[src/rtl/ram_writer_pkg.sv]
// Shared state encoding, width helpers and default timing for the packed-sample RAM writer.
package ram_writer_pkg;

  typedef enum logic [2:0] {
    ST_IDLE,
    ST_INIT,
    ST_WAIT,
    ST_WRITE,
    ST_DONE
  } state_t;

  localparam int DEFAULT_PERIOD     = 500000;
  localparam int DEFAULT_INIT_DELAY = 5;

  function automatic int data_w(input int num_ch, input int sample_w);
    return num_ch * sample_w;
  endfunction

  function automatic int be_w(input int num_ch, input int sample_w);
    return (num_ch * sample_w) / 8;
  endfunction

endpackage

[src/rtl/sample_period_timer.sv]
// Loadable down-counter; tc_o is high while the count rests at zero (one cycle after
// loading N, tc_o rises N cycles later). No backpressure: load simply overrides counting.
module sample_period_timer #(
  parameter int CNT_W = 20
) (
  input  logic             clk_i,
  input  logic             rst_i,
  input  logic             load_i,
  input  logic [CNT_W-1:0] load_val_i,
  output logic             tc_o
);

  logic [CNT_W-1:0] cnt_q, cnt_d;

  always_comb begin
    cnt_d = cnt_q;
    if (load_i) begin
      cnt_d = load_val_i;
    end else if (cnt_q != '0) begin
      cnt_d = cnt_q - CNT_W'(1);
    end
  end

  always_ff @(posedge clk_i) begin
    if (rst_i) begin
      cnt_q <= '0;
    end else begin
      cnt_q <= cnt_d;
    end
  end

  assign tc_o = (cnt_q == '0);

endmodule

[src/rtl/ram_sample_writer.sv]
// Packs NUM_CH samples per RAM word and writes them with a one-cycle strobe over a circular
// or one-shot address range; external samples land one cycle after valid, and are dropped if not waiting.
module ram_sample_writer
  import ram_writer_pkg::*;
#(
  parameter int NUM_CH     = 4,
  parameter int SAMPLE_W   = 16,
  parameter int ADDR_W     = 14,
  parameter int ADDR_FIRST = 1,
  parameter int ADDR_LAST  = 2**ADDR_W - 1,
  parameter int PERIOD     = DEFAULT_PERIOD,
  parameter int INIT_DELAY = DEFAULT_INIT_DELAY
) (
  input  logic                           i_clk,
  input  logic                           i_rst,
  input  logic                           i_start,
  input  logic                           i_stop,
  input  logic                           i_oneshot,
  input  logic                           i_ext_mode,
  input  logic [NUM_CH-1:0]              i_ch_en,
  input  logic                           i_ext_valid,
  input  logic [NUM_CH*SAMPLE_W-1:0]     i_ext_data,
  output logic [NUM_CH*SAMPLE_W-1:0]     o_data,
  output logic [ADDR_W-1:0]              o_address,
  output logic [NUM_CH*SAMPLE_W/8-1:0]   o_byteen,
  output logic                           o_wbit,
  output logic                           o_busy,
  output logic                           o_done,
  output logic                           o_overrun,
  output logic [31:0]                    o_wr_count
);

  localparam int DATA_W = data_w(NUM_CH, SAMPLE_W);
  localparam int BE_W   = be_w(NUM_CH, SAMPLE_W);
  localparam int BPC    = SAMPLE_W / 8;
  localparam int TMAX   = (PERIOD > INIT_DELAY) ? PERIOD : INIT_DELAY;
  localparam int CNT_W  = $clog2(TMAX + 1);
  localparam logic [ADDR_W-1:0] A_FIRST = ADDR_W'(ADDR_FIRST);
  localparam logic [ADDR_W-1:0] A_LAST  = ADDR_W'(ADDR_LAST);

  function automatic logic [DATA_W-1:0] pat_init();
    logic [DATA_W-1:0] p;
    p = '0;
    for (int k = 0; k < NUM_CH; k++) p[k*SAMPLE_W +: SAMPLE_W] = SAMPLE_W'(k);
    return p;
  endfunction

  function automatic logic [BE_W-1:0] expand_be(input logic [NUM_CH-1:0] en);
    logic [BE_W-1:0] b;
    b = '0;
    for (int k = 0; k < NUM_CH; k++) b[k*BPC +: BPC] = {BPC{en[k]}};
    return b;
  endfunction

  state_t              state_q, state_d;
  logic [DATA_W-1:0]   data_q, data_d;
  logic [DATA_W-1:0]   pat_q, pat_d;
  logic [ADDR_W-1:0]   addr_q, addr_d;
  logic [ADDR_W-1:0]   next_addr_q, next_addr_d;
  logic [BE_W-1:0]     be_q, be_d;
  logic [31:0]         wr_count_q, wr_count_d;
  logic                done_q, done_d;
  logic                overrun_q, overrun_d;
  logic                oneshot_q, oneshot_d;
  logic                ext_mode_q, ext_mode_d;
  logic [NUM_CH-1:0]   ch_en_q, ch_en_d;
  logic                tmr_load;
  logic [CNT_W-1:0]    tmr_val;
  logic                tmr_tc;

  sample_period_timer #(.CNT_W(CNT_W)) u_timer (
    .clk_i      (i_clk),
    .rst_i      (i_rst),
    .load_i     (tmr_load),
    .load_val_i (tmr_val),
    .tc_o       (tmr_tc)
  );

  always_comb begin
    state_d     = state_q;
    data_d      = data_q;
    pat_d       = pat_q;
    addr_d      = addr_q;
    next_addr_d = next_addr_q;
    be_d        = be_q;
    wr_count_d  = wr_count_q;
    done_d      = done_q;
    overrun_d   = overrun_q;
    oneshot_d   = oneshot_q;
    ext_mode_d  = ext_mode_q;
    ch_en_d     = ch_en_q;
    tmr_load    = 1'b0;
    tmr_val     = CNT_W'(INIT_DELAY - 1);

    case (state_q)
      ST_IDLE, ST_DONE: begin
        if (i_start && !i_stop) begin
          state_d     = ST_INIT;
          oneshot_d   = i_oneshot;
          ext_mode_d  = i_ext_mode;
          ch_en_d     = i_ch_en;
          next_addr_d = A_FIRST;
          pat_d       = pat_init();
          done_d      = 1'b0;
          overrun_d   = 1'b0;
          wr_count_d  = '0;
          tmr_load    = 1'b1;
        end
      end
      ST_INIT: begin
        if (i_stop) begin
          state_d = ST_IDLE;
        end else if (tmr_tc) begin
          state_d  = ST_WAIT;
          tmr_load = 1'b1;
          tmr_val  = CNT_W'(PERIOD - 1);
        end
      end
      ST_WAIT: begin
        if (i_stop) begin
          state_d = ST_IDLE;
        end else if (ext_mode_q ? i_ext_valid : tmr_tc) begin
          state_d = ST_WRITE;
          data_d  = ext_mode_q ? i_ext_data : pat_q;
          addr_d  = next_addr_q;
          be_d    = expand_be(ch_en_q);
        end
      end
      ST_WRITE: begin
        // The strobe cycle itself counts toward the next period, hence PERIOD-2.
        tmr_load = 1'b1;
        tmr_val  = CNT_W'(PERIOD - 2);
        if (wr_count_q != '1) wr_count_d = wr_count_q + 32'd1;
        if (!ext_mode_q) begin
          for (int k = 0; k < NUM_CH; k++)
            pat_d[k*SAMPLE_W +: SAMPLE_W] = pat_q[k*SAMPLE_W +: SAMPLE_W] + SAMPLE_W'(NUM_CH);
        end
        next_addr_d = (addr_q == A_LAST) ? A_FIRST : addr_q + ADDR_W'(1);
        if (i_stop) begin
          state_d = ST_IDLE;
        end else if ((addr_q == A_LAST) && oneshot_q) begin
          state_d = ST_DONE;
          done_d  = 1'b1;
        end else begin
          state_d = ST_WAIT;
        end
      end
      default: state_d = ST_IDLE;
    endcase

    if (ext_mode_q && i_ext_valid && (state_q == ST_INIT || state_q == ST_WRITE))
      overrun_d = 1'b1;
  end

  always_ff @(posedge i_clk) begin
    if (i_rst) begin
      state_q     <= ST_IDLE;
      data_q      <= '0;
      pat_q       <= pat_init();
      addr_q      <= '0;
      next_addr_q <= A_FIRST;
      be_q        <= '0;
      wr_count_q  <= '0;
      done_q      <= 1'b0;
      overrun_q   <= 1'b0;
      oneshot_q   <= 1'b0;
      ext_mode_q  <= 1'b0;
      ch_en_q     <= '0;
    end else begin
      state_q     <= state_d;
      data_q      <= data_d;
      pat_q       <= pat_d;
      addr_q      <= addr_d;
      next_addr_q <= next_addr_d;
      be_q        <= be_d;
      wr_count_q  <= wr_count_d;
      done_q      <= done_d;
      overrun_q   <= overrun_d;
      oneshot_q   <= oneshot_d;
      ext_mode_q  <= ext_mode_d;
      ch_en_q     <= ch_en_d;
    end
  end

  assign o_data     = data_q;
  assign o_address  = addr_q;
  assign o_byteen   = be_q;
  assign o_wbit     = (state_q == ST_WRITE);
  assign o_busy     = (state_q == ST_INIT) || (state_q == ST_WAIT) || (state_q == ST_WRITE);
  assign o_done     = done_q;
  assign o_overrun  = overrun_q;
  assign o_wr_count = wr_count_q;

endmodule

[config.mk]
export PLATFORM = sky130hd
export DESIGN_NAME = ram_sample_writer
export DESIGN_NICKNAME = d
export VERILOG_FILES = /design/src/rtl/ram_writer_pkg.sv /design/src/rtl/sample_period_timer.sv /design/src/rtl/ram_sample_writer.sv
export SDC_FILE = /design/constraint.sdc
export NUM_CORES = 1
export LEC_CHECK = 0
export CORE_MARGIN = 2
export CORE_UTILIZATION = 50
export DETAILED_ROUTE_END_ITERATION = 7
export GPL_TIMING_DRIVEN = 0
export PLACE_DENSITY = 0.78
export SYNTH_ARGS = -nofsm -noshare
export SYNTH_HDL_FRONTEND = slang
export SYNTH_SLANG_ARGS = --single-unit
[constraint.sdc]
create_clock -name i_clk -period 2.6 [get_ports i_clk]
set_input_delay 0.52 -clock i_clk [delete_from_list [all_inputs] [get_ports i_clk]]
set_output_delay 0.52 -clock i_clk [all_outputs]
set_load 0.01 [all_outputs]
* After elaboration in Yosys (flattened, before gate mapping)
Index checks and enable logic that the tools add are counted.
W data, S select, Z words.
** Word-level totals
- Bits in read-only memories :: 0
- Bits in latches :: 0
- Memories :: 0
- Output and inout bits :: 122
- Bits in writable memories :: 0
- Register bits after elaboration :: 225
** Cells by class
- Div/mod/pow operators :: 0
- Muxes and demuxes :: 34
- $lt $le $gt $ge :: 0
- Shift-type cells :: 0
- Bitwise operators :: 1
- Reduce and logical (&&, ||, !) cells :: 24
- Add/subtract/negate cells :: 7
- $mul :: 0
- Equal/unequal tests :: 13
** Operator list (count)
- $mux W64 :: 3
- $pmux W64 S2 :: 1
- $mux W19 :: 4
- $add A16 B3 Y16 const B :: 4
- $mux W32 :: 2
- $pmux W32 S2 :: 1
- $pmux W19 S2 :: 1
- $add A32 B1 Y32 const B :: 1
- $ne A32 B32 Y1 const B :: 1
- $mux W14 :: 2
- $pmux W14 S2 :: 1
- $mux W3 :: 7
- $logic_not A19 Y1 :: 1
- $reduce_bool A19 Y1 :: 1
- $sub A19 B1 Y19 const B :: 1
- $add A14 B1 Y14 const B :: 1
- $eq A14 B14 Y1 const B :: 1
- $pmux W3 S4 :: 1
- $reduce_and A3 Y1 :: 4
- $mux W1 :: 9
- $reduce_bool A2 Y1 :: 4
- $eq A3 B2 Y1 const B :: 2
- $ne A2 B2 Y1 const B :: 3
- $ne A3 B3 Y1 const B :: 2
- 13 further kinds :: 21

* Depth between registers and ports, before layout
Gate-level depths: netlist of the first run.
- Word-level depth :: 5
- Mapped depth :: 9
- Depth with buffers taken out :: 7

* Hierarchy
Synthesis of the first run repeated with hierarchy kept, for this count alone.
** Second synthesis, totals
- Cells, all modules :: 1139
- Area, all modules :: 9734.3 um^2
** Modules (own cells, without submodules)
- ram_sample_writer :: area each 8629.5 um^2, instances 1, sequential area each 3923.8 um^2, cells each 1001
- sample_period_timer :: area each 1104.8 um^2, instances 1, sequential area each 380.4 um^2, cells each 138

* Least setup slack after synthesis of the first run
Ideal clock, no wire load.
- Path type :: reg-to-reg
- Start :: register wr_count_q[0] (netlist: o_wr_count[0])
- End :: register wr_count_q[17] (netlist: o_wr_count[17])
- Stages on the path, launching flop included :: 7
- Arrival :: 2.192 ns
- Path buffers :: 0
- Required time :: 2.528 ns
- Clock period less this slack :: 2.263 ns
- Slack :: 0.337 ns
- Path through :: dfxtp_1 -> ha_1 -> nand3_1 -> nor4_2 -> or4b_2 -> nand3_1 -> mux2i_1
** Between the ends
- Cells in the longest elaborated chain, start to end :: 3
** RTL lines
- from (decl) :: line ram_sample_writer.sv:61 : logic [31:0] wr_count_q, wr_count_d;
- from (signal assigned) :: line ram_sample_writer.sv:176 : wr_count_q <= wr_count_d;
- $add A32 B1 Y32 or $ne A32 B32 Y1 (tied branches) :: line ram_sample_writer.sv:133 : if (wr_count_q != '1) wr_count_d = wr_count_q + 32'd1;
- $mux W32 or $ne A2 B1 Y1 (tied branches)
- $pmux W32 S2 or $reduce_and A3 Y1 (tied branches)
Several ways; a longest one is shown, not always the timed one. The select of a mux whose other input is x is not followed.
A chain may end at the register's enable or synchronous reset.

* Worst setup path after layout of the first run
- Start :: input i_start
- End :: register pat_q[41]
** Between the ends
- Cells in the longest elaborated chain, start to end :: 3
** RTL lines
- from (decl) :: line ram_sample_writer.sv:16 : input logic i_start,
- $logic_and A1 B1 Y1 :: line ram_sample_writer.sv:97 : if (i_start && !i_stop) begin
- $ne A2 B2 Y1 (no line)
- $reduce_and A3 Y1 (no line)
- to (signal assigned) :: line ram_sample_writer.sv:159 : pat_q <= pat_init();
- to (signal assigned) :: line ram_sample_writer.sv:172 : pat_q <= pat_d;
- to (decl) :: line ram_sample_writer.sv:57 : logic [DATA_W-1:0] pat_q, pat_d;
No other way between the ends.

==> results of run 1 <==
-- layout make-up --
| type | count | area share |
|---|---|---|
| inverters | 7 | 0.00223 |
| flip-flops and latches | 215 | 0.334 |
| clock inverters | 8 | 0.00340 |
| repair buffers | 202 | 0.155 |
| well taps | 265 | 0.0257 |
| clock buffers | 33 | 0.0514 |
| plain buffers | 68 | 0.0257 |
| multi-input cells | 831 | 0.402 |
-- logic make-up (layout without fill, tap and decap cells) --
logic type | Yosys count | count (layout)
compound gates | 215 | 215
xor+xnor | 71 | 71
fa+ha+maj | 8 | 8
buf+inv | 75 | 318
flops | 215 | 215
mux | 61 | 61
simple gates | 476 | 476
-- worst reg2reg max path: stages, from the launching register on --
cell	delay, ps
dfxtp_1	350
or4_1	660
or3_1	390
clkbuf_1	170
nor2_1	340
a31o_2	340
o22ai_1	120
-- synth_stat cells (5+ instances only) --
cell type,instances
or3_1,27
a21oi_1,77
nand2b_1,9
o211ai_1,6
a211oi_1,64
or4_1,13
and4_1,10
buf_2,16
nand4_1,34
buf_4,9
o31ai_1,8
nand3_1,40
a22oi_1,7
and2_1,5
nor3_1,11
dfxtp_1,215
and3_1,16
nor2_1,151
o21ai_0,28
xor2_1,56
inv_1,6
ha_1,8
nor4_1,6
nand2_1,123
xnor2_1,15
mux2i_1,61
clkbuf_1,40
-- power by group --
| group | total (mW) | switching [mW] | internal [mW] |
|---|---|---|---|
| logic | 1.54 | 0.866 | 0.678 |
| registers | 3.57 | 0.154 | 3.42 |
| clock network | 3.09 | 1.32 | 1.77 |
-- registers in the layout (all words and copies together), names as in the netlist --
signal / flops
o_done: 1
ext_mode_q: 1
o_address: 14
pat_q: 57
oneshot_q: 1
ch_en_q: 4
o_overrun: 1
o_byteen: 4
o_wr_count: 32
next_addr_q: 14
o_data: 64
state_q: 3
u_timer.cnt_q: 19
-- timing repair --
action                                  in CTS  in global routing
setup buffers                                3                  4
endpoints found under the setup margin      48                132
gates resized for setup                      4                 19
pin swaps                                    0                  4
gates cloned                                 0                  0
-- metal layers --
| metal | vias up | global-route usage |
|---|---|---|
| met2 | 344 | 0.439 |
| li1 | 4480 | - |
| met1 | 4545 | 0.375 |
| met3 | 59 | 0.0367 |
| met4 | 0 | 0.0888 |
| met5 | - | 0 |
-- how the worst max path moves through the flow --
stage                     slack (ps)              start        endpoint
after floorplan                  340      o_wr_count[0]  o_wr_count[17]
after global placement          -760             i_stop       pat_q[15]
after detailed placement        -810             i_stop       pat_q[22]
after CTS                        -10  u_timer.cnt_q[13]      o_data[17]
after global routing             -40      o_wr_count[0]  o_wr_count[13]
final                             80            i_start       pat_q[41]
==> summary.md, run 1 <==
| Metric | Value |
|---|---|
| Critical path's largest stage delay | `540 ps` |
| Core area | `19,300 µm²` |
| WP depth | `7` |
| Num CTS Buffers | `23` |
| Sequential fraction of the synthesis area | `0.440` |
| CP max FO | `10` |
| FILL cells | `1,589` |
| Gr usage total | `0.271` |
| Worst Tran Pin Value | `782 ps` |
| Top-area cell type share of the netlist area | `0.440` |
| R2R Path End | `u_timer.cnt_q[17]` |
| CP most frequent cell | `clkbuf_2` |
| Iteration-0 DRC Markers | `691` |
| Setup WS post-layout | `82.3 ps` |
| DR vias/cell | `5.79` |
| Synth Area in Adders | `0.0102` |
| Design Power | `8.21 mW` |
| Largest family of logic cells by synthesized area | `simple AND/OR/NAND/NOR gates` |
| Hold_sp | `oneshot_q` |
| Congestion Overflow GR | `0` |
| Pre-Repair DR Iteration Count | `5` |
| WS Path Type | `input port to register` |
| Compound-Gate Fraction of Synth Area | `0.142` |
| Multiplexer share of the synthesized area | `0.0624` |
| Die height | `144 µm` |
| Cells after Synth | `1,121` |
| Starting density of the core | `0.506` |
| EDFF count, synth | `0` |
| Distinct cells, synth | `63` |
| Worst slack, placed | `-805 ps` |
| N_diodes | `0` |
| Simple-gate area share of the yosys netlist | `0.247` |
| Synth warn | `0` |
| CP arrival | `2880 ps` |
| Layout cells sized above 1 | `0.0784` |
| Slew HR | `0.479` |
| Area of the multi-input gates | `5190 µm²` |
| Post-CTS Hold Fix Bufs | `0` |
| Reg2reg setup slack | `100 ps` |
| Leak pwr | `4.41 nW` |
| CTS H-tree lvls | `1` |
| DRT antenna net count | `0` |
| Final Instance Area | `12,900 µm²` |
| Layout Skew | `10.6 ps` |
| CTS Sinks | `215` |
| Setup TNS | `0 ps` |
| Crit path time final | `2520 ps` |
| Hold Violations, Final | `0` |
| Status | `completed` |
| FF+latch area | `4310 µm²` |
| FF-to-FF path depth | `6` |
| CTS root buf | `clkbuf_16` |
| Remaining DRCs | `0` |
| Syn Nets | `1,204` |
| Skew-Pair Late Insertion Delay | `510 ps` |
| Tightest Hold Check Type | `register to register` |
| Final period utilization | `0.968` |
| Placed Instances | `1,581` |
| Routed met1 length | `12,600 µm` |
| Initial antenna violation count | `0` |
| CP max stage cell | `clkdlybuf4s50_1` |
| Met2 wire length | `13,500 µm` |
| Reg clk slew, reported paths | `60 ps` |
| Finished Layout Cells | `1,629` |
| # IOs | `197` |
| Hold Crit Depth | `2` |
| Routed wire length | `28,900 µm` |
| Top_reg_cell synth | `dfxtp_1` |
| NumNets Final | `1,431` |
| First-pass GRT wire length | `45,200 µm` |
| Core Util, Final | `0.667` |
| Placed Area | `12,100 µm²` |
| Max IR drop VDD | `0.435 mV` |
| Final number of setup-violating endpoints | `0` |
| Cell Pwr Density | `636 nW/µm²` |
| Area Overhead vs Synth | `31.7%` |
| # Max-Cap Violations | `0` |
| Area contributors post-synth | `dfxtp_1 44%, mux2i_1 6.2%, nor2_1 5.8%` |
| Final slew viol count | `0` |
| Via count | `9,428` |
| Syn Area/Cell | `8.73 µm²` |
| Critical-path cell list | `clkdlybuf4s50_1 -> or4b_4 -> nand2b_1 -> clkbuf_2 -> clkbuf_2 -> buf_1 -> nor2_1` |
| Synthesized area | `9790 µm²` |
| Number of buffers added on ports | `195` |
| Die ar. | `20,700 µm²` |
| R2R Path Start | `u_timer.cnt_q[13]` |
| Crit path max-delay family | `buffers and inverters` |
| Pin count of the biggest net entering global routing | `14` |
| Die X | `144 µm` |
| Clock buffer depth | `3` |
| Met3 WL post-DR | `1870 µm` |
| Worst Path Buf+Inv | `4` |
| Async SR Flop Fraction | `0` |
| XOR/XNOR share of the synthesized area | `0.0635` |
| WHS | `453 ps` |
| Critical path capture point type | `register` |
| Setup crit start kind | `input port` |
| Leading area contributor after synthesis | `dfxtp_1` |
| Vias in the first global route | `8,733` |
| DPL Wire Length | `20,400 µm` |
| FMAX | `397 MHz` |
| Wirelength per Cell | `17.8 µm` |
| Commonest non-fill, non-tap cell in the layout | `dfxtp_1` |
| Placer Congestion | `0.963` |
| CTS tree | `done` |
| Required @ worst endpoint | `2970 ps` |
| FP Rows | `51` |
| Highest routed layer | `met4` |
| Most frequent cells in the layout | `214 x dfxtp_1, 195 x clkdlybuf4s50_1, 150 x nor2_1` |
| Worst Hold Endpoint | `oneshot_q` |
| Yosys reg bits | `215` |
Power figures use the tool's default switching activity.
==> inputs of run 2 (changes only) <==
==> constraint.sdc (replaced) <==
create_clock -name i_clk -period 2.6 [get_ports i_clk]
set_input_delay 0.52 -clock i_clk [delete_from_list [all_inputs] [get_ports i_clk]]
set_output_delay 0.52 -clock i_clk [all_outputs]
set_load 0.1 [all_outputs]
==> run 2 against run 1 <==
Global-route usage rose by 0.38 points. Flip-flop and latch count did not move. Final area rose by 1.7%. Worst hold slack got worse by 15 ps. Core utilization rose by 1.1 points. Worst setup slack got worse by 58 ps. Die area did not move. Maximum frequency fell by 2.3%. Routed wire length rose by 1.1%. Critical path depth fell by 6.
==> summary.md, run 2 (synthesized netlist as in run 1, its figures left out) <==
| Metric | Value |
|---|---|
| Slew HR | `0.278 (-0.201)` |
| Congestion Overflow GR | `0 (unchanged)` |
| Reg clk slew, reported paths | `60 ps (about the same)` |
| FMAX | `388 MHz (-2.3%)` |
| Placed Area | `12,100 µm² (+0.31%)` |
| Most frequent cells in the layout | `189 x dfxtp_1, 152 x clkdlybuf4s50_1, 150 x nor2_1` |
| Gr usage total | `0.275 (+0.00383)` |
| Iteration-0 DRC Markers | `691 (unchanged)` |
| Hold Violations, Final | `0 (unchanged)` |
| CP max stage cell | `clkdlybuf4s50_1` |
| FF+latch area | `4340 µm² (+0.84%)` |
| Top Usage Layer GRT | `met2` |
| Pin count of the biggest net entering global routing | `14 (unchanged)` |
| Post-CTS Hold Fix Bufs | `0 (unchanged)` |
| CTS H-tree lvls | `1 (unchanged)` |
| Pre-Repair DR Iteration Count | `5 (unchanged)` |
| First-pass GRT wire length | `45,600 µm (+0.81%)` |
| Met3 global-route usage | `0.0387 (+0.00200)` |
| Critical path capture point type | `primary output` |
| GR Util met2 | `0.442 (+0.00326)` |
| Critical path's largest stage delay | `1210 ps (+670 ps)` |
| Comb pwr share | `0.184 (-0.004)` |
| Remaining DRCs | `0 (unchanged)` |
| CTS Sinks | `215 (unchanged)` |
| DRT antenna net count | `0 (unchanged)` |
| Via count | `9,516 (+0.93%)` |
| Clock buffer depth | `3 (unchanged)` |
| Net Sw Power | `2.51 mW (+7.1%)` |
| Final slew viol count | `0 (unchanged)` |
| CP arrival | `2060 ps (-820 ps)` |
| FP Rows | `51 (unchanged)` |
| DPL Wire Length | `20,400 µm (+0.37%)` |
| Final Instance Area | `13,100 µm² (+1.7%)` |
| WS Path Type | `register to primary output` |
| Commonest non-fill, non-tap cell in the layout | `dfxtp_1` |
| Critical-path cell list | `clkdlybuf4s50_1` |
| Crit path max-delay family | `buffers and inverters` |
| # IOs | `197 (unchanged)` |
| Final period utilization | `0.991 (+0.0224)` |
| Setup TNS | `0 ps (unchanged)` |
| Int Pwr | `6.51 mW (+11%)` |
| Worst Path Buf+Inv | `1 (-3)` |
| # Max-Cap Violations | `0 (unchanged)` |
| Design Power | `9.02 mW (+9.9%)` |
| FILL cells | `1,551 (-2.4%)` |
| Sw frac | `0.278 (-0.00738)` |
| Die height | `144 µm (unchanged)` |
| Status | `completed` |
| Setup crit start kind | `register` |
| Area of the multi-input gates | `5180 µm² (about the same)` |
| GRT met1 Usage | `0.374 (-0.000497)` |
| Required @ worst endpoint | `2080 ps (-890 ps)` |
| NumNets Final | `1,434 (+0.21%)` |
| Clock Power Share | `0.422 (+0.045)` |
| Layout cells sized above 1 | `0.101 (+0.0224)` |
| Core area | `19,300 µm² (unchanged)` |
| CP max FO | `2 (-8)` |
| Vias in the first global route | `8,903 (+1.9%)` |
| Die ar. | `20,700 µm² (unchanged)` |
| Number of flip-flops under the largest register name | `64 (unchanged)` |
| Final number of setup-violating endpoints | `0 (unchanged)` |
| Layout Skew | `10.7 ps (+0.0590 ps)` |
| Sequential power share | `0.395 (-0.040)` |
| Wirelength per Cell | `17.9 µm (+0.77%)` |
| DR vias/cell | `5.82 (+0.56%)` |
| Worst Tran Pin Value | `1080 ps (+297 ps)` |
| Routed wire length | `29,300 µm (+1.1%)` |
| Placer Congestion | `0.953 (-1.1%)` |
| Num CTS Buffers | `24 (+4.3%)` |
| CTS root buf | `clkbuf_16` |
| Max IR drop VDD | `0.422 mV (-3.0%)` |
| Cell Pwr Density | `688 nW/µm² (+8.1%)` |
| Area Overhead vs Synth | `34.0%` |
| Tightest Hold Check Type | `register to register` |
| Number of buffers added on ports | `195 (unchanged)` |
| Initial antenna violation count | `0 (unchanged)` |
| Skew-Pair Late Insertion Delay | `520 ps (about the same)` |
| CTS tree | `done` |
| Starting density of the core | `0.506 (unchanged)` |
| Crit path time final | `2580 ps (+58.3 ps)` |
| Die X | `144 µm (unchanged)` |
| Leak pwr | `4.89 nW (+11%)` |
[run 2: final timing paths]
check                  start          endpoint  slack, ps  depth (start not counted)
hold reg to reg    pat_q[48]         pat_q[48]        440                          1
setup reg to reg  state_q[2]  u_timer.cnt_q[5]         90                          6
setup / recovery  o_data[16]        o_data[16]         20                          1
hold / removal     pat_q[48]         pat_q[48]        440                          1
[run 2: power groups by stage]
stage               logic (mW)  registers [mW]  clock network, mW
floorplan                 1.04            3.67                  0
global placement          1.50            3.61                  0
detailed placement        1.52            3.62                  0
CTS                       1.55            3.55               3.83
global route              1.81            3.58               3.95
finish                    1.66            3.56               3.80
[run 2: area by class of cell]
type / instances / area share
tap: 265 / 0.0253
multi-input combinational: 831 / 0.395
antenna: 1 / 0.000191
clock inverter: 13 / 0.0167
buffer: 68 / 0.0252
inverter: 7 / 0.00200
timing repair buffer: 204 / 0.154
clock buffer: 31 / 0.0509
sequential: 215 / 0.331
[run 2: stage by stage]
| step | util | hold slack, ps | cells | setup WS, ps |
|---|---|---|---|---|
| final | 0.678 | 437 | 1635 | 23.9 |
| after global routing | 0.678 | 468 | 1634 | -0.410 |
| after CTS | 0.672 | 441 | 1627 | 0.657 |
| after detailed placement | 0.626 | 425 | 1581 | -813 |
| after global placement | 0.626 | 420 | 1581 | -805 |
| after floorplan | - | 407 | 1121 | -5.88 |
[run 2: repair_timing]
item	4_1_cts	5_1_grt
pin swaps	1	3
endpoints found under the hold margin	0	0
setup buffers	2	7
endpoints found under the setup margin	85	126
resized for setup	41	27
[run 2: routing by layer]
| layer | wire, µm | vias up |
|---|---|---|
| met1 | 12700 | 4530 |
| li1 | - | 4494 |
| met3 | 2080 | 80 |
| met2 | 13400 | 412 |
| met5 | 0 | - |
| met4 | 1150 | 0 |
